**src/rtl/fpu_pkg.sv**
```systemverilog
// rtl/fpu_pkg.sv - shared constants and FSM state type for the binary32 divider
package fpu_pkg;

  typedef enum logic [1:0] {
    IDLE = 2'd0,
    CALC = 2'd1,
    NORM = 2'd2,
    DONE = 2'd3
  } state_t;

  localparam logic [31:0]       QNAN = 32'h7FC0_0000;
  localparam logic signed [9:0] BIAS = 10'sd127;
  localparam logic [4:0]        ITER = 5'd25;

  // Bit positions inside the {NV, DZ, OF, UF, NX} flag vector
  localparam int FLAG_NV = 4;
  localparam int FLAG_DZ = 3;
  localparam int FLAG_OF = 2;
  localparam int FLAG_UF = 1;
  localparam int FLAG_NX = 0;

endpackage

```
**src/rtl/fdiv_special.sv**
```systemverilog
// rtl/fdiv_special.sv - operand classifier and special-case result select
module fdiv_special
  import fpu_pkg::*;
(
  input  logic [31:0] i_a,
  input  logic [31:0] i_b,
  output logic        o_special,
  output logic [31:0] o_result,
  output logic [4:0]  o_flags
);

  logic w_sign;
  logic w_a_zero, w_a_inf, w_a_nan;
  logic w_b_zero, w_b_inf, w_b_nan;

  assign w_sign   = i_a[31] ^ i_b[31];
  assign w_a_zero = (i_a[30:23] == 8'h00);
  assign w_a_inf  = (i_a[30:23] == 8'hFF) && (i_a[22:0] == 23'd0);
  assign w_a_nan  = (i_a[30:23] == 8'hFF) && (i_a[22:0] != 23'd0);
  assign w_b_zero = (i_b[30:23] == 8'h00);
  assign w_b_inf  = (i_b[30:23] == 8'hFF) && (i_b[22:0] == 23'd0);
  assign w_b_nan  = (i_b[30:23] == 8'hFF) && (i_b[22:0] != 23'd0);

  always_comb begin
    o_special = 1'b1;
    o_result  = 32'd0;
    o_flags   = 5'd0;
    if (w_a_nan) begin
      o_result = i_a;
    end else if (w_b_nan) begin
      o_result = i_b;
    end else if ((w_a_zero && w_b_zero) || (w_a_inf && w_b_inf)) begin
      o_result         = QNAN;
      o_flags[FLAG_NV] = 1'b1;
    end else if (w_b_zero && !w_a_inf) begin
      o_result         = {w_sign, 8'hFF, 23'd0};
      o_flags[FLAG_DZ] = 1'b1;
    end else if (w_a_inf) begin
      o_result = {w_sign, 8'hFF, 23'd0};
    end else if (w_b_inf || w_a_zero) begin
      o_result = {w_sign, 31'd0};
    end else begin
      o_special = 1'b0;
    end
  end

endmodule

```
**src/rtl/fdiv_seq.sv**
```systemverilog
// rtl/fdiv_seq.sv - sequential restoring binary32 divider, one quotient bit per cycle
module fdiv_seq
  import fpu_pkg::*;
(
  input  logic        CLK,
  input  logic        RST,
  input  logic        FLUSH,
  input  logic        IN_VALID,
  output logic        IN_READY,
  input  logic [31:0] IN1,
  input  logic [31:0] IN2,
  output logic        OUT_VALID,
  input  logic        OUT_READY,
  output logic [31:0] OUT,
  output logic [4:0]  FLAGS
);

  state_t             r_state;
  logic               r_in_ready;
  logic               r_out_valid;
  logic [31:0]        r_out;
  logic [4:0]         r_flags;
  logic [4:0]         r_cnt;
  logic               r_sign;
  logic signed [9:0]  r_exp;
  logic [24:0]        r_rem;
  logic [23:0]        r_m2;
  logic [24:0]        r_q;

  logic               w_special;
  logic [31:0]        w_sp_result;
  logic [4:0]         w_sp_flags;
  logic [25:0]        w_trial;
  logic               w_bit;
  logic [24:0]        w_new;
  logic [22:0]        w_frac;
  logic signed [9:0]  w_exp;
  logic               w_sticky;

  fdiv_special u_special (
    .i_a       (IN1),
    .i_b       (IN2),
    .o_special (w_special),
    .o_result  (w_sp_result),
    .o_flags   (w_sp_flags)
  );

  // Single shared subtractor: the sign of the trial difference is the quotient bit
  assign w_trial = {1'b0, r_rem} - {2'b00, r_m2};
  assign w_bit   = ~w_trial[25];
  assign w_new   = w_bit ? w_trial[24:0] : r_rem;

  assign w_frac   = r_q[24] ? r_q[23:1] : r_q[22:0];
  assign w_exp    = r_exp + (r_q[24] ? BIAS : (BIAS - 10'sd1));
  assign w_sticky = (r_q[24] & r_q[0]) | (|r_rem);

  always_ff @(posedge CLK) begin
    if (RST) begin
      r_state     <= IDLE;
      r_in_ready  <= 1'b1;
      r_out_valid <= 1'b0;
      r_out       <= 32'd0;
      r_flags     <= 5'd0;
      r_cnt       <= 5'd0;
      r_sign      <= 1'b0;
      r_exp       <= 10'sd0;
      r_rem       <= 25'd0;
      r_m2        <= 24'd0;
      r_q         <= 25'd0;
    end else if (FLUSH) begin
      r_state     <= IDLE;
      r_in_ready  <= 1'b1;
      r_out_valid <= 1'b0;
      r_cnt       <= 5'd0;
    end else begin
      case (r_state)
        IDLE: begin
          if (IN_VALID) begin
            r_in_ready <= 1'b0;
            r_sign     <= IN1[31] ^ IN2[31];
            r_cnt      <= 5'd0;
            if (w_special) begin
              r_out       <= w_sp_result;
              r_flags     <= w_sp_flags;
              r_out_valid <= 1'b1;
              r_state     <= DONE;
            end else begin
              r_exp   <= $signed({2'b00, IN1[30:23]}) - $signed({2'b00, IN2[30:23]});
              r_rem   <= {2'b01, IN1[22:0]};
              r_m2    <= {1'b1, IN2[22:0]};
              r_q     <= 25'd0;
              r_state <= CALC;
            end
          end
        end
        CALC: begin
          r_q   <= {r_q[23:0], w_bit};
          r_cnt <= r_cnt + 5'd1;
          if (r_cnt == ITER - 5'd1) begin
            r_rem   <= w_new;
            r_state <= NORM;
          end else begin
            r_rem <= {w_new[23:0], 1'b0};
          end
        end
        NORM: begin
          r_flags <= 5'd0;
          if (w_exp >= 10'sd255) begin
            r_out            <= {r_sign, 8'hFF, 23'd0};
            r_flags[FLAG_OF] <= 1'b1;
            r_flags[FLAG_NX] <= 1'b1;
          end else if (w_exp <= 10'sd0) begin
            r_out            <= {r_sign, 31'd0};
            r_flags[FLAG_UF] <= 1'b1;
            r_flags[FLAG_NX] <= 1'b1;
          end else begin
            r_out            <= {r_sign, w_exp[7:0], w_frac};
            r_flags[FLAG_NX] <= w_sticky;
          end
          r_out_valid <= 1'b1;
          r_state     <= DONE;
        end
        DONE: begin
          if (OUT_READY) begin
            r_out_valid <= 1'b0;
            r_in_ready  <= 1'b1;
            r_state     <= IDLE;
          end
        end
        default: r_state <= IDLE;
      endcase
    end
  end

  assign IN_READY  = r_in_ready;
  assign OUT_VALID = r_out_valid;
  assign OUT       = r_out;
  assign FLAGS     = r_flags;

endmodule

```
**config.mk**
```make
export PLATFORM = sky130hd
export DESIGN_NAME = fdiv_seq
export DESIGN_NICKNAME = d
export VERILOG_FILES = /design/src/rtl/fpu_pkg.sv /design/src/rtl/fdiv_special.sv /design/src/rtl/fdiv_seq.sv
export SDC_FILE = /design/constraint.sdc
export NUM_CORES = 1
export LEC_CHECK = 0
export BUFFER_PORTS_ARGS = -buffer_cell sky130_fd_sc_hd__buf_2
export CORE_MARGIN = 4
export CORE_UTILIZATION = 25
export DETAILED_ROUTE_END_ITERATION = 10
export GPL_ROUTABILITY_DRIVEN = 0
export PLACE_DENSITY = 0.52
export SLEW_MARGIN = 20
export SYNTH_ARGS = -nofsm -noshare
export SYNTH_HDL_FRONTEND = slang
export SYNTH_SLANG_ARGS = --single-unit
```
**constraint.sdc**
```tcl
create_clock -name CLK -period 7.1 [get_ports CLK]
set_input_delay 0.71 -clock CLK [delete_from_list [all_inputs] [get_ports CLK]]
set_output_delay 0.71 -clock CLK [all_outputs]
set_load 0.1 [all_outputs]
```
==> Word-level counts from Yosys, hierarchy flattened <==
Cells that the tools add are included.
{ "word_totals": {"ff_bits": 131, "rom_bits": 0, "wordCells": 122, "in_bits": 69, "latch_bits": 0, "out_inout_bits": 39, "ramBits": 0, "memories": 0} }
{ "op_classes": {"n_eq_ne": 12, "mux": 54, "magnitude_cmp": 2, "reduce_logical": 32, "div": 0, "mul": 0, "shift": 0, "bitwise_logic": 6, "n_addsub": 4} }
{ "op_table": {"columns": ["operator", "n"], "rows": [
  ["2-to-1 mux 32 bit", 8],
  ["2-to-1 mux 25 bit", 6],
  ["case mux 25 bit (2 select lines)", 2],
  ["case mux 32 bit (2 select lines)", 1],
  ["2-to-1 mux 31 bit", 2],
  ["zero test 23 bit", 2],
  ["nonzero test 23 bit", 2],
  ["subtractor 25 x 24 -> 26 bit", 1],
  ["OR reduction 25 bit", 1],
  ["2-to-1 mux 23 bit", 1],
  ["2-to-1 mux 1 bit", 20],
  ["case mux 5 bit (2 select lines)", 2],
  ["== test 8 bit, second input constant", 2],
  ["zero test 8 bit", 2],
  ["AND reduction 4 bit", 4],
  ["2-to-1 mux 5 bit", 3],
  ["2-to-1 mux 2 bit", 6],
  ["adder 10 x 8 -> 10 bit", 1],
  [">= comparator 10 x 9 -> 1 bit, second input constant", 1],
  ["<= comparator 10 x 1 -> 1 bit, second input constant", 1],
  ["AND reduction 3 bit", 3],
  ["subtractor 8 x 8 -> 9 bit", 1],
  ["inequality test 2 bit, second input constant", 4],
  ["case mux 2 bit (4 select lines)", 1],
  ["21 further kinds", 33]
]} }

==> Depth between registers and ports, before layout <==
Gate-level depths: netlist of run 1.
{ "logic_depth": {"word_depth": 12, "ltp_mapped": 13, "ltp_nobuf": 12} }

==> Hierarchy <==
Synthesis of run 1 repeated with hierarchy kept, for this count alone.
{ "unflattened": {"cells_unflattened": 1131, "area_unflattened_um2": 8665.8} }
{ "modules_own_cells": {"columns": ["module", "seq_area_each_um2", "area_per_inst_um2", "n_inst", "cells_each"], "rows": [
  ["fdiv_seq", 2602.5, 8072.7, 1, 1040],
  ["fdiv_special", 0.0, 593.1, 1, 91]
]} }

==> Worst setup path before layout of run 1 <==
Ideal clock, no wire load.
{ "synth_path": {"path_type": "register to register", "startpoint": "register r_rem[0]", "endpoint": "register r_rem[24]", "t_arrival_ps": 2864, "period_less_slack_ps": 2981, "path_stages_with_launch": 13, "slack_ps": 4119, "setup_ps": 117, "cell_sequence": "dfxtp_1 > inv_1 > ha_1 > inv_1 > fa_1 > a211oi_1 > o21ai_0 > a211oi_1 > o21a_1 > o31ai_1 > a211oi_1 > mux2_2 > a32o_1"} }
{ "synth_via": {"elab_chain_len": 4, "elab_cells_between_ends": 6, "classes_between": "add/sub: 1; eq/ne: 1; mux: 3; reduce/logical: 1"} }
{ "synth_lines": {"columns": ["item", "line", "source"], "rows": [
  ["start, declared", "fdiv_seq.sv:26", "logic [24:0] r_rem;"],
  ["start signal, assigned", "fdiv_seq.sv:89", "r_rem <= {2'b01, IN1[22:0]};"],
  ["start signal, assigned", "fdiv_seq.sv:100", "r_rem <= w_new;"],
  ["start signal, assigned", "fdiv_seq.sv:103", "r_rem <= {w_new[23:0], 1'b0};"],
  ["subtractor 25 x 24 -> 26 bit (*)", "fdiv_seq.sv:49", "assign w_trial = {1'b0, r_rem} - {2'b00, r_m2};"],
  ["2-to-1 mux 25 bit", "fdiv_seq.sv:51", "assign w_new = w_bit ? w_trial[24:0] : r_rem;"],
  ["2-to-1 mux 25 bit", "fdiv_seq.sv:99", "if (r_cnt == ITER - 5'd1) begin"],
  ["case mux 25 bit (2 select lines)", "fdiv_seq.sv:76", "case (r_state)"]
]} }
Every way passes the cells marked *; elsewhere a longest branch is shown, timed or not. The select of a mux whose other input is x is not followed.
A chain may end at the register's enable or synchronous reset.

==> Worst setup path in the final report of run 1 <==
Ends and elaborated chain as after synthesis.

==> summary.md, run 1 <==
| Metric | Value |
|---|---|
| CP max FO | 4 |
| Worst skew pair latency | 430 ps |
| Iter 0 DRT Violations | 636 |
| Input/output buffers | 107 |
| Sequential area share after synthesis | 29.77% |
| Final worst slack | 3512 ps |
| Max-slew violations | 0 |
| CP endpoint kind | flip-flop |
| # clock sinks | 130 |
| Die height | 195 um |
| Type of the most critical hold path | flip-flop to flip-flop |
| Final #Nets | 1322 |
| Ys flop type | dfxtp_1 |
| CTS max path bufs | 2 |
| CTS Root Cell | clkbuf_16 |
| CP peak stage delay | 590 ps |
| CTS resizes | 0 |
| Reg2reg start | r_rem[0]$_SDFFE_PP0P_ |
| Yosys warnings | 0 |
| Status | finished clean |
| Global-route wire length before repair | 48650 um |
| Worst-Margin Slew | 1059 ps |
| CP cell instances | inv_1 -> ha_1 -> inv_1 -> fa_1 -> a211oi_1 -> o21ai_0 -> a211oi_1 -> o21a_1 -> o31ai_1 -> a211oi_1 -> mux2_2 -> a32o_1 |
| Post-DR wirelength/cell | 18.62 um |
| Post-route insts no fill | 1680 |
| Gr ovfl total | 0 |
| Final Critical Period | 3588 ps |
| Relative slew slack | 29.37% |
| Startpoint Class | flip-flop |
| R2r setup slk | 3510 ps |
| Initial antenna violation count | 4 |
| Largest net degree at the start of global routing | 74 |
| CP arrival | 3920 ps |
| Detail Placement HPWL | 23360 um |
| Post-layout util | 29.71% |
| Tot GR Track Use | 15.93% |
| Pre-CTS WS | 3543 ps |
| Worst path slowest cell | a211oi_1 |
| Vias | 8880 |
| TritonCTS Buffers | 17 |
| Syn avg cell area | 7.602 sq um |
| CTS tree | done |
| EDFF count, synth | 0 |
| Vias in the first global route | 8444 |
| Power density over cell area | 239.9 mW/mm^2 |
| Vias per inst | 5.286 |
| Worst path most repeated cell | a211oi_1 |
| Post-route ant nets | 0 |
| Mapped Cells | 1150 |
| RSZ-0062 raised after global routing | false |
| DRC violations left | 0 |
| Hold Buf Count CTS | 0 |
| Number of cells on the worst reg-to-reg path | 12 |
| DR pass1 iterations | 7 |
| Fin crit share | 50.54% |
| Full die area | 0.03803 sq mm |
| Clock transition at path regs | 60 ps |
| RR Endpoint | r_rem[24]$_SDFFE_PP0P_ |
| Total setup buffers inserted after CTS | 0 |
| Std-Cell Rows | 68 |
| DIE WIDTH | 195 um |
| Fin area | 0.01026 sq mm |
| Final setup fails | 0 |
| Critical path type | flip-flop to flip-flop |
| Crit path capture | r_rem[24]$_SDFFE_PP0P_ |
| Asr flop ratio synth | 0% |
| Layout cell share with drive strength beyond 1 | 15.94% |
| Syn Std Cell Area | 0.008742 sq mm |
| Worst endpoint required time | 7430 ps |
| Unique masters post-synth | 82 |
| VDD IR max | 186.7 uV |
| Placed cell area | 0.009620 sq mm |
| Max cap viols | 0 |
| CP startpoint | r_rem[0]$_SDFFE_PP0P_ |
| Core Box Area | 0.03454 sq mm |
| Layout Skew | 9.114 ps |
| Final hold violations | 0 |
| Fmax | 278.7 MHz |
| Flop and latch count out of synthesis | 130 |
| Final TNS setup | 0 ps |
| Syn_nets | 1261 |
| H-tree Lvls | 4 |
| Placed insts | 1647 |
| IO Count | 108 |
| Detailed-route wire length | 31280 um |
| Starting Density | 25.31% |
| LEAKAGE | 3.809 nW |
| Area growth syn-to-layout | 17.40% |
[flip-flops by register name, indices dropped and copies added (netlist names)]
register,cells
r_sign,1
OUT_VALID,1
r_cnt,5
r_q,25
r_m2,24
IN_READY,1
r_state,2
r_rem,25
r_exp,9
FLAGS,5
OUT,32
[layer usage]
layer  part of all wire, %  wire length (um)  vias up  GRT usage [%]
li1                      -                 -     4351              -
met1                    45             14170     4192          21.35
met2                    44             13800      278          24.50
met3                   7.1              2230       53          4.210
met4                   3.3              1032        6          6.284
met5                  0.11                34        -              0
[placed cells by master, fill, tap and decap left out, types with 13 or more instances in the layout]
cell type | synthesis | routed
nor4_1 | 26 | 26
nor3_1 | 25 | 24
a22oi_1 | 23 | 23
o21ai_0 | 61 | 61
nand2_1 | 130 | 130
ha_1 | 40 | 40
o22a_1 | 22 | 22
a21oi_1 | 148 | 146
buf_2 | 14 | 107
a31oi_1 | 15 | 15
inv_1 | 59 | 59
xnor2_1 | 13 | 13
nand3_1 | 58 | 58
buf_4 | 2 | 14
nor2_1 | 70 | 70
and3_1 | 17 | 17
clkbuf_16 | 0 | 17
a211oi_1 | 18 | 18
nand4_1 | 14 | 14
mux2i_1 | 31 | 31
dfxtp_1 | 130 | 130
[critical path: cells and delay by family, from the launching register on]
| kind | cells | cell delay, ps |
|---|---|---|
| AO/OA/AOI/OAI | 7 | 2070 |
| adder cells (fa/ha/maj) | 2 | 590 |
| multiplexers | 1 | 370 |
| flip-flops | 1 | 330 |
| buffers and inverters | 2 | 130 |
[how the worst min path moves through the flow]
stage,startpoint,to,slack [ps],cells after the start
finish,r_m2[9]$_SDFFE_PP0P_,r_m2[9]$_SDFFE_PP0P_,450,2
global route,r_m2[17]$_SDFFE_PP0P_,r_m2[17]$_SDFFE_PP0P_,470,2
CTS,r_m2[6]$_SDFFE_PP0P_,r_m2[6]$_SDFFE_PP0P_,460,2
detailed placement,r_m2[6]$_SDFFE_PP0P_,r_m2[6]$_SDFFE_PP0P_,450,2
global placement,r_m2[22]$_SDFFE_PP0P_,r_m2[22]$_SDFFE_PP0P_,440,2
floorplan,r_m2[23]$_SDFFE_PP0P_,r_m2[23]$_SDFFE_PP0P_,440,2
[where the power goes]
group	switching, mW	internal, mW
Sequential	0.0280	0.755
Clock	0.347	0.619
Combinational	0.457	0.257
[cell usage after synthesis (3+ instances only)]
library cell | instances | share of area (%)
a21oi_1 | 148 | 8.5
dfxtp_1 | 130 | 30
nand2_1 | 130 | 5.6
nor2_1 | 70 | 3.0
o21ai_0 | 61 | 3.5
inv_1 | 59 | 2.5
nand3_1 | 58 | 3.3
clkbuf_1 | 55 | 2.4
ha_1 | 40 | 5.7
mux2i_1 | 31 | 3.5
nor4_1 | 26 | 1.9
nor3_1 | 25 | 1.4
a22oi_1 | 23 | 2.0
o22a_1 | 22 | 2.2
a211oi_1 | 18 | 1.5
and3_1 | 17 | 1.2
a31oi_1 | 15 | 1.1
buf_2 | 14 | 0.80
nand4_1 | 14 | 1.0
xnor2_1 | 13 | 1.3
a21o_1 | 12 | 1.0
xor2_1 | 12 | 1.2
o21a_1 | 10 | 0.86
nand2b_1 | 9 | 0.64
o21ai_1 | 7 | 0.40
o221a_2 | 7 | 0.90
o22ai_1 | 7 | 0.50
o31ai_1 | 7 | 0.60
a211o_1 | 6 | 0.60
or2_2 | 6 | 0.43
buf_6 | 5 | 0.64
a211oi_2 | 4 | 0.57
a21oi_2 | 4 | 0.40
a221o_1 | 4 | 0.46
and2_1 | 4 | 0.29
mux2_2 | 4 | 0.52
nor2b_1 | 4 | 0.29
o2111ai_1 | 4 | 0.40
o211ai_1 | 4 | 0.34
a21boi_0 | 3 | 0.26
a311oi_1 | 3 | 0.30
buf_1 | 3 | 0.13
o21bai_1 | 3 | 0.26
or3_1 | 3 | 0.21
[per-stage QoR]
| step | total power [mW] | hold WS (ps) |
|---|---|---|
| 6_report | 2.462 | 452.9 |
| 5_1_grt | 2.578 | 470.2 |
| 4_1_cts | 2.466 | 456.0 |
| 3_5_place_dp | 1.494 | 447.7 |
| 3_3_place_gp | 1.499 | 443.3 |
| 2_1_floorplan | 1.317 | 435.3 |
[final cells by class]
class                           count  area, sq um
Clock inverter                     14        212.7
Clock buffer                       17        425.4
Antenna cell                        2        5.005
Tap cell                          455        569.3
Fill cell                        3805        24280
Inverter                           59        221.5
Sequential cell                   130         2603
Multi-Input combinational cell    882         5587
Timing Repair Buffer              121        640.6
[logic make-up (layout without fill, tap and decap cells)]
family                   after synthesis  in the layout  synth area share, %
AO/OA/AOI/OAI                        400            400                29.96
XOR/XNOR                              25             25                2.505
adder cells (fa/ha/maj)               42             42                6.183
buffers and inverters                138            211                6.641
flip-flops                           130            130                29.77
multiplexers                          36             36                4.236
other                                  0              2                    0
AND/OR/NAND/NOR                      379            379                20.71
No activity file was read; power rests on OpenSTA's default activity.
==> run 2, diff against run 1 <==
--- a/config.mk
+++ b/config.mk
@@ -5,6 +5,7 @@
 export SDC_FILE = /design/constraint.sdc
 export NUM_CORES = 1
 export LEC_CHECK = 0
+export ABC_AREA = 1
 export BUFFER_PORTS_ARGS = -buffer_cell sky130_fd_sc_hd__buf_2
 export CORE_MARGIN = 4
 export CORE_UTILIZATION = 25
==> constraint.sdc (replaced) <==
create_clock -name CLK -period 3.5 [get_ports CLK]
set_input_delay 0.35 -clock CLK [delete_from_list [all_inputs] [get_ports CLK]]
set_output_delay 0.35 -clock CLK [all_outputs]
set_load 0.1 [all_outputs]
==> run 2 against run 1 <==
Compared with the run above: design area rose by 9.1%; synthesized cell count rose by 33%; total power rose by 120%; utilization fell by 0.20 points; count of clock-buffer cells in the layout rose by 1; wire length rose by 13%; largest cell class unchanged; via count rose by 14%; setup slack got worse by 2800 ps; sequential power rose by 110%; fmax rose by 29%.
==> summary.md, run 2 <==
| Metric | Value |
|---|---|
| LEAKAGE | 4.983 nW (+31%) |
| Most common cell after layout, fill and taps aside | nand2_1 |
| Type of the most critical hold path | input port to flip-flop |
| WHS | 232.8 ps (-220.1 ps) |
| Max FFs per register | 32 (unchanged) |
| Worst skew pair latency | 440 ps (about the same) |
| RSZ-0062 raised after global routing | false |
| Number of cells on the worst reg-to-reg path | 10 (-2) |
| Unique masters post-synth | 48 (-41%) |
| Hold Buf Count CTS | 0 (unchanged) |
| Vias in the first global route | 9736 (+15%) |
| Final worst slack | 726.7 ps (-2785 ps) |
| Highest metal used | met4 |
| Synth area leaders | dfxtp_1, nand2_1, a21oi_1, nor2_1, inv_1 |
| DIE WIDTH | 204.6 um (+4.9%) |
| Ys flop type | dfxtp_1 |
| CP arrival | 3100 ps (-820 ps) |
| Initial antenna violation count | 0 (-4) |
| Crit path buffers/inverters | 3 (+1) |
| Tot GR Track Use | 16.68% (+0.75 points) |
| Status | finished clean |
| CP cell instances | inv_1 -> ha_1 -> inv_1 -> nor2_1 -> nor3_1 -> nand2_2 -> inv_2 -> o21ai_0 -> nor2_1 -> nor2_1 |
| CTS Root Cell | clkbuf_16 |
| Core Box Area | 0.03793 sq mm (+9.8%) |
| Startpoint Class | flip-flop |
| Met1 WL | 15520 um (+9.5%) |
| Worst path slowest cell | nor3_1 |
| Hold Crit Depth | 3 (+1) |
| Syn_nets | 1635 (+30%) |
| H-tree Lvls | 4 (unchanged) |
| DRC violations left | 0 (unchanged) |
| Fin area | 0.01119 sq mm (+9.1%) |
| Worst endpoint required time | 3830 ps (-3600 ps) |
| Commonest cells after routing, fill and taps aside | nand2_1, nor2_1, inv_1 |
| CTS max path bufs | 2 (unchanged) |
| Total setup buffers inserted after CTS | 0 (unchanged) |
| Antenna Cells | 0 (-2) |
| Global-route wire length before repair | 54680 um (+12%) |
| Power density over cell area | 488.1 mW/mm^2 (+100%) |
| Met3 WL post-DR | 2165 um (-2.9%) |
| CP endpoint kind | flip-flop |
| Clock transition at path regs | 70 ps (about the same) |
| CTS resizes | 0 (unchanged) |
| Most instantiated cells after synthesis | nand2_1, nor2_1, inv_1, a21oi_1, dfxtp_1 |
| Final #Nets | 1711 (+29%) |
| Layout Skew | 17.93 ps (+8.816 ps) |
| Layout cell share with drive strength beyond 1 | 14.26% (-1.7 points) |
| CP top delay family | simple AND/OR/NAND/NOR gates |
| Gr ovfl total | 0 (unchanged) |
| Starting Density | 25.47% (+0.16 points) |
| Die height | 204.6 um (+4.9%) |
| Final Critical Period | 2773 ps (-815.0 ps) |
| Pre-CTS WS | 744.0 ps (-2799 ps) |
| CP max FO | 25 (+21) |
| Total power | 5.464 mW (+120%) |
| Flop and latch count out of synthesis | 130 (unchanged) |
| Fin crit share | 79.24% (+29 points) |
| CP peak stage delay | 500 ps (-90 ps) |
| Relative slew slack | 48.48% (+19 points) |
| Hold path startpoint | FLUSH |
| Placed cell area | 0.01054 sq mm (+9.6%) |
| Full die area | 0.04186 sq mm (+10%) |
| Final TNS setup | 0 ps (unchanged) |
| Detail Placement HPWL | 27290 um (+17%) |
| TritonCTS Buffers | 17 (unchanged) |
| Worst-Margin Slew | 764.7 ps (-294.8 ps) |
| DR pass1 iterations | 7 (unchanged) |
| Max-slew violations | 0 (unchanged) |
| Post-route ant nets | 0 (unchanged) |
| CTS tree | done |
| Yosys top cell by area | dfxtp_1 |
| Critical path type | flip-flop to flip-flop |
| Vias | 10170 (+14%) |
| Input/output buffers | 107 (unchanged) |
| Max cap viols | 0 (unchanged) |
| Count leader, synth | nand2_1 |
| Detailed-route wire length | 35230 um (+13%) |
| VDD IR max | 275.7 uV (+48%) |
| Std-Cell Rows | 71 (+4.4%) |
| EDFF count, synth | 0 (unchanged) |
| # clock sinks | 130 (unchanged) |
| Sequential area share after synthesis | 26.94% (-2.8 points) |
| Hold endpoint | IN_READY$_SDFFE_PP1P_ |
| Post-DR wirelength/cell | 16.59 um (-11%) |
| Fmax | 360.6 MHz (+29%) |
| Area growth syn-to-layout | 15.86% |
| Routed wl met2 | 16700 um (+21%) |
| IO Count | 108 (unchanged) |
| Final setup fails | 0 (unchanged) |
| Reg2reg start | r_state[0]$_SDFFE_PP0P_ |
| Yosys warnings | 0 (unchanged) |
| R2r setup slk | 730 ps (-2780 ps) |
| Mapped Cells | 1524 (+33%) |
| Area share of the largest cell type after synthesis | 26.94% (-2.8 points) |
| Worst path most repeated cell | nor2_1 |
| RR Endpoint | r_rem[2]$_SDFFE_PP0P_ |
| Vias per inst | 4.786 (-9.5%) |
| Syn Std Cell Area | 0.009662 sq mm (+11%) |
| Final hold violations | 0 (unchanged) |
| Syn avg cell area | 6.340 sq um (-17%) |
| Asr flop ratio synth | 0% (unchanged) |
| Largest net degree at the start of global routing | 53 (-28%) |
| Iter 0 DRT Violations | 852 (+34%) |
run 2: logic make-up after synthesis:
group           Yosys count  synth area share, %
compound gates          320                18.51
xor+xnor                 25                2.266
fa+ha+maj                42                5.594
buf+inv                 265                12.10
flops                   130                26.94
simple gates            742                34.60
run 2: stage by stage:
step           instances  util (%)
2_1_floorplan       1524         -
3_3_place_gp        2092     27.79
3_5_place_dp        2092     27.79
4_1_cts             2124     29.51
5_1_grt             2124     29.51
6_report            2124     29.51
run 2: worst max-delay path by stage:
stage	to	slack [ps]	start	cells after the start
CTS	r_rem[2]$_SDFFE_PP0P_	710	r_state[0]$_SDFFE_PP0P_	10
floorplan	OUT[11]$_SDFFE_PP0P_	1470	r_q[24]$_SDFFE_PP0P_	13
global placement	OUT[4]$_SDFFE_PP0P_	760	IN1[21]	11
global route	r_rem[2]$_SDFFE_PP0P_	520	r_state[0]$_SDFFE_PP0P_	10
finish	r_rem[2]$_SDFFE_PP0P_	730	r_state[0]$_SDFFE_PP0P_	10
detailed placement	r_rem[2]$_SDFFE_PP0P_	740	r_state[0]$_SDFFE_PP0P_	9
run 2: power breakdown:
| group | leakage [nW] | internal, mW | switching, mW |
|---|---|---|---|
| clock network | 0.314 | 1.28 | 0.771 |
| registers | 1.06 | 1.57 | 0.0751 |
| logic | 3.61 | 0.530 | 1.24 |
run 2: worst min-delay path: cells and delay by family:
kind / cells / cell delay, ps
buf+inv: 1 / 120
simple gates: 2 / 170
run 2: cell type report:
| class | instances | area, sq um |
|---|---|---|
| Clock inverter | 14 | 225.2 |
| Multi-Input combinational cell | 1129 | 5891 |
| Fill cell | 4256 | 26740 |
| Timing Repair Buffer | 123 | 655.6 |
| Inverter | 199 | 752.0 |
| Clock buffer | 18 | 429.2 |
| Sequential cell | 130 | 2603 |
| Tap cell | 511 | 639.4 |
run 2: layer usage:
metal / vias to the layer above / track usage (%)
li1: 5114 / -
met4: 0 / 4.882
met1: 4695 / 21.69
met3: 49 / 3.388
met5: - / 0
met2: 307 / 28.00
==> run 3, diff against run 2 <==
--- a/config.mk
+++ b/config.mk
@@ -11,7 +11,7 @@
 export CORE_UTILIZATION = 25
 export DETAILED_ROUTE_END_ITERATION = 10
 export GPL_ROUTABILITY_DRIVEN = 0
-export PLACE_DENSITY = 0.52
+export PLACE_DENSITY = 0.53
 export SLEW_MARGIN = 20
 export SYNTH_ARGS = -nofsm -noshare
 export SYNTH_HDL_FRONTEND = slang
==> constraint.sdc (replaced) <==
create_clock -name CLK -period 2.3 [get_ports CLK]
set_input_delay 0.23 -clock CLK [delete_from_list [all_inputs] [get_ports CLK]]
set_output_delay 0.23 -clock CLK [all_outputs]
set_load 0.1 [all_outputs]
==> run 3 against run 2 <==
Compared with the run above: fmax up 23%; clock skew down 5.9 ps; largest cell class unchanged; global-route usage fell by 0.089 points; sequential cell count stayed put; utilization is 2.9 points higher; final cell count grew 4.8%; sequential share of layout area is 2.1 points lower.
==> summary.md, run 3 (synthesis gave the netlist of run 2 again) <==
| Metric | Value |
|---|---|
| Status | finished clean |
| VDD IR max | 473.9 uV (+72%) |
| CP cell instances | ha_1 -> inv_1 -> ha_2 -> nand4_2 -> nand3_4 -> nand2_2 -> nand3_4 -> nand2_8 -> buf_12 -> nor3_1 -> nor2_1 -> nor2_1 |
| Startpoint Class | flip-flop |
| Type of the most critical hold path | input port to flip-flop |
| Tot GR Track Use | 16.59% (-0.089 points) |
| Fin crit share | 98.10% (+19 points) |
| Post-DR wirelength/cell | 16.08 um (-3.0%) |
| WHS | 113.3 ps (-119.5 ps) |
| DR pass1 iterations | 5 (-2) |
| Area growth syn-to-layout | 27.34% |
| Starting Density | 25.47% (unchanged) |
| H-tree Lvls | 4 (unchanged) |
| Full die area | 0.04186 sq mm (unchanged) |
| Power density over cell area | 687.6 mW/mm^2 (+41%) |
| Post-layout util | 32.43% (+2.9 points) |
| Post-route ant nets | 0 (unchanged) |
| Global-route wire length before repair | 54670 um (about the same) |
| Fmax | 443.2 MHz (+23%) |
| Final hold violations | 0 (unchanged) |
| Max FFs per register | 32 (unchanged) |
| Detail Placement HPWL | 28480 um (+4.4%) |
| Final Critical Period | 2256 ps (-517.1 ps) |
| Final #Nets | 1812 (+5.9%) |
| RSZ-0062 raised after global routing | true |
| Max cap viols | 0 (unchanged) |
| Final setup fails | 0 (unchanged) |
| CTS max path bufs | 2 (unchanged) |
| Fillcell total | 4165 (-2.1%) |
| Std-Cell Rows | 71 (unchanged) |
| Worst path slowest cell | dfxtp_1 |
| Max-slew violations | 0 (unchanged) |
| Iter 0 DRT Violations | 695 (-18%) |
| Vias per inst | 4.713 (-1.5%) |
| Vias in the first global route | 9899 (+1.7%) |
| Worst endpoint required time | 2660 ps (-1170 ps) |
| DIE WIDTH | 204.6 um (unchanged) |
| Detailed-route wire length | 35780 um (+1.6%) |
| LEAKAGE | 5.506 nW (+10%) |
| Vias | 10490 (+3.2%) |
| CTS tree | done |
| CP peak stage delay | 320 ps (-180 ps) |
| Layout cell share with drive strength beyond 1 | 22.23% (+8.0 points) |
| CP arrival | 2620 ps (-480 ps) |
| CTS Root Cell | clkbuf_16 |
| Hold Buf Count CTS | 0 (unchanged) |
| TritonCTS Buffers | 17 (unchanged) |
| Worst skew pair latency | 430 ps (about the same) |
| CP top delay family | simple AND/OR/NAND/NOR gates |
| Critical path type | flip-flop to flip-flop |
| Commonest cells after routing, fill and taps aside | nand2_1, nor2_1, inv_1 |
| DRC violations left | 0 (unchanged) |
| CP max FO | 11 (-56%) |
| Initial antenna violation count | 1 (+1) |
| Layout Skew | 12.06 ps (-5.872 ps) |
| Core Box Area | 0.03793 sq mm (unchanged) |
| Clock transition at path regs | 60 ps (about the same) |
| Relative slew slack | 53.04% (+4.6 points) |
| Crit path buffers/inverters | 2 (-1) |
| CP endpoint kind | flip-flop |
| Input/output buffers | 107 (unchanged) |
| Antenna Cells | 0 (unchanged) |
| Die height | 204.6 um (unchanged) |
| Gr ovfl total | 0 (unchanged) |
| Most common cell after layout, fill and taps aside | nand2_1 |
| IO Count | 108 (unchanged) |
| Worst-Margin Slew | 704.4 ps (-60.37 ps) |
| Largest net degree at the start of global routing | 52 (-1.9%) |
| # clock sinks | 130 (unchanged) |
-- run 3: changes by cell type in the layout (fill, tap and decap cells not counted), moves of 10 or more --
cell / delta
buf_4: +89
ha_1: -15
ha_4: +14
nand2_1: -12
nand2_2: +11
buf_12: +10
-- run 3: worst reg2reg max path: stages, from the launching register on --
cell and delay (ps):
dfxtp_1 320, ha_1 200, inv_1 80, ha_2 240, nand4_2 190, nand3_4 160
nand2_2 110, nand3_4 170, nand2_8 110, buf_12 170, nor3_1 270, nor2_1 100
nor2_1 90
-- run 3: worst paths after layout --
check                   startpoint                    end  slack [ps]  cells past startpoint
max          r_exp[0]$_SDFFE_PP0P_   OUT[16]$_SDFFE_PP0P_          40                     12
min                         IN2[0]   r_m2[0]$_SDFFE_PP0P_         110                      3
max reg2reg  r_exp[0]$_SDFFE_PP0P_   OUT[16]$_SDFFE_PP0P_          40                     12
min reg2reg  FLAGS[3]$_SDFFE_PP0P_  FLAGS[3]$_SDFFE_PP0P_         470                      2
-- run 3: report_power, final --
| part | internal [mW] | switching [mW] |
|---|---|---|
| logic | 1.24 | 2.03 |
| registers | 2.39 | 0.116 |
| clock network | 1.53 | 1.16 |
| total | 5.16 | 3.30 |
-- run 3: layout make-up --
| type | instances | area, sq um | share of cell area [%] |
|---|---|---|---|
| inverters | 199 | 752.0 | 6.112 |
| clock buffers | 18 | 439.2 | 3.570 |
| repair buffers | 224 | 1546 | 12.57 |
| flip-flops and latches | 130 | 2605 | 21.17 |
| multi-input cells | 1129 | 6192 | 50.33 |
| clock inverters | 14 | 128.9 | 1.048 |
| well taps | 511 | 639.4 | 5.197 |
-- run 3: routing by layer --
metal  track usage (%)  vias to the layer above  share of wire (%)
li1                  -                     5312                  -
met3             3.071                       49                5.9
met2             28.42                      300                 49
met1             21.54                     4823                 43
met4             4.259                        2                2.0
met5                 0                        -              0.020
-- run 3: what timing repair did --
| item | in CTS | in global routing |
|---|---|---|
| pin swaps | 0 | 8 |
| endpoints found under the setup margin | 11 | 50 |
| resized for setup | 3 | 59 |
| buffers inserted | 0 | 3 |
-- run 3: stage by stage --
stage	area (sq um)	setup TNS (ps)	instances	setup slack, ps	power [mW]
after floorplan	9662	0	1524	273.2	4.574
after global placement	11400	-492.4	2190	-126.5	5.620
after detailed placement	11400	-561.9	2190	-133.1	5.617
after CTS	11980	0	2222	7.449	8.323
after global routing	12300	-206.4	2225	-53.75	8.976
final	12300	0	2225	43.81	8.460
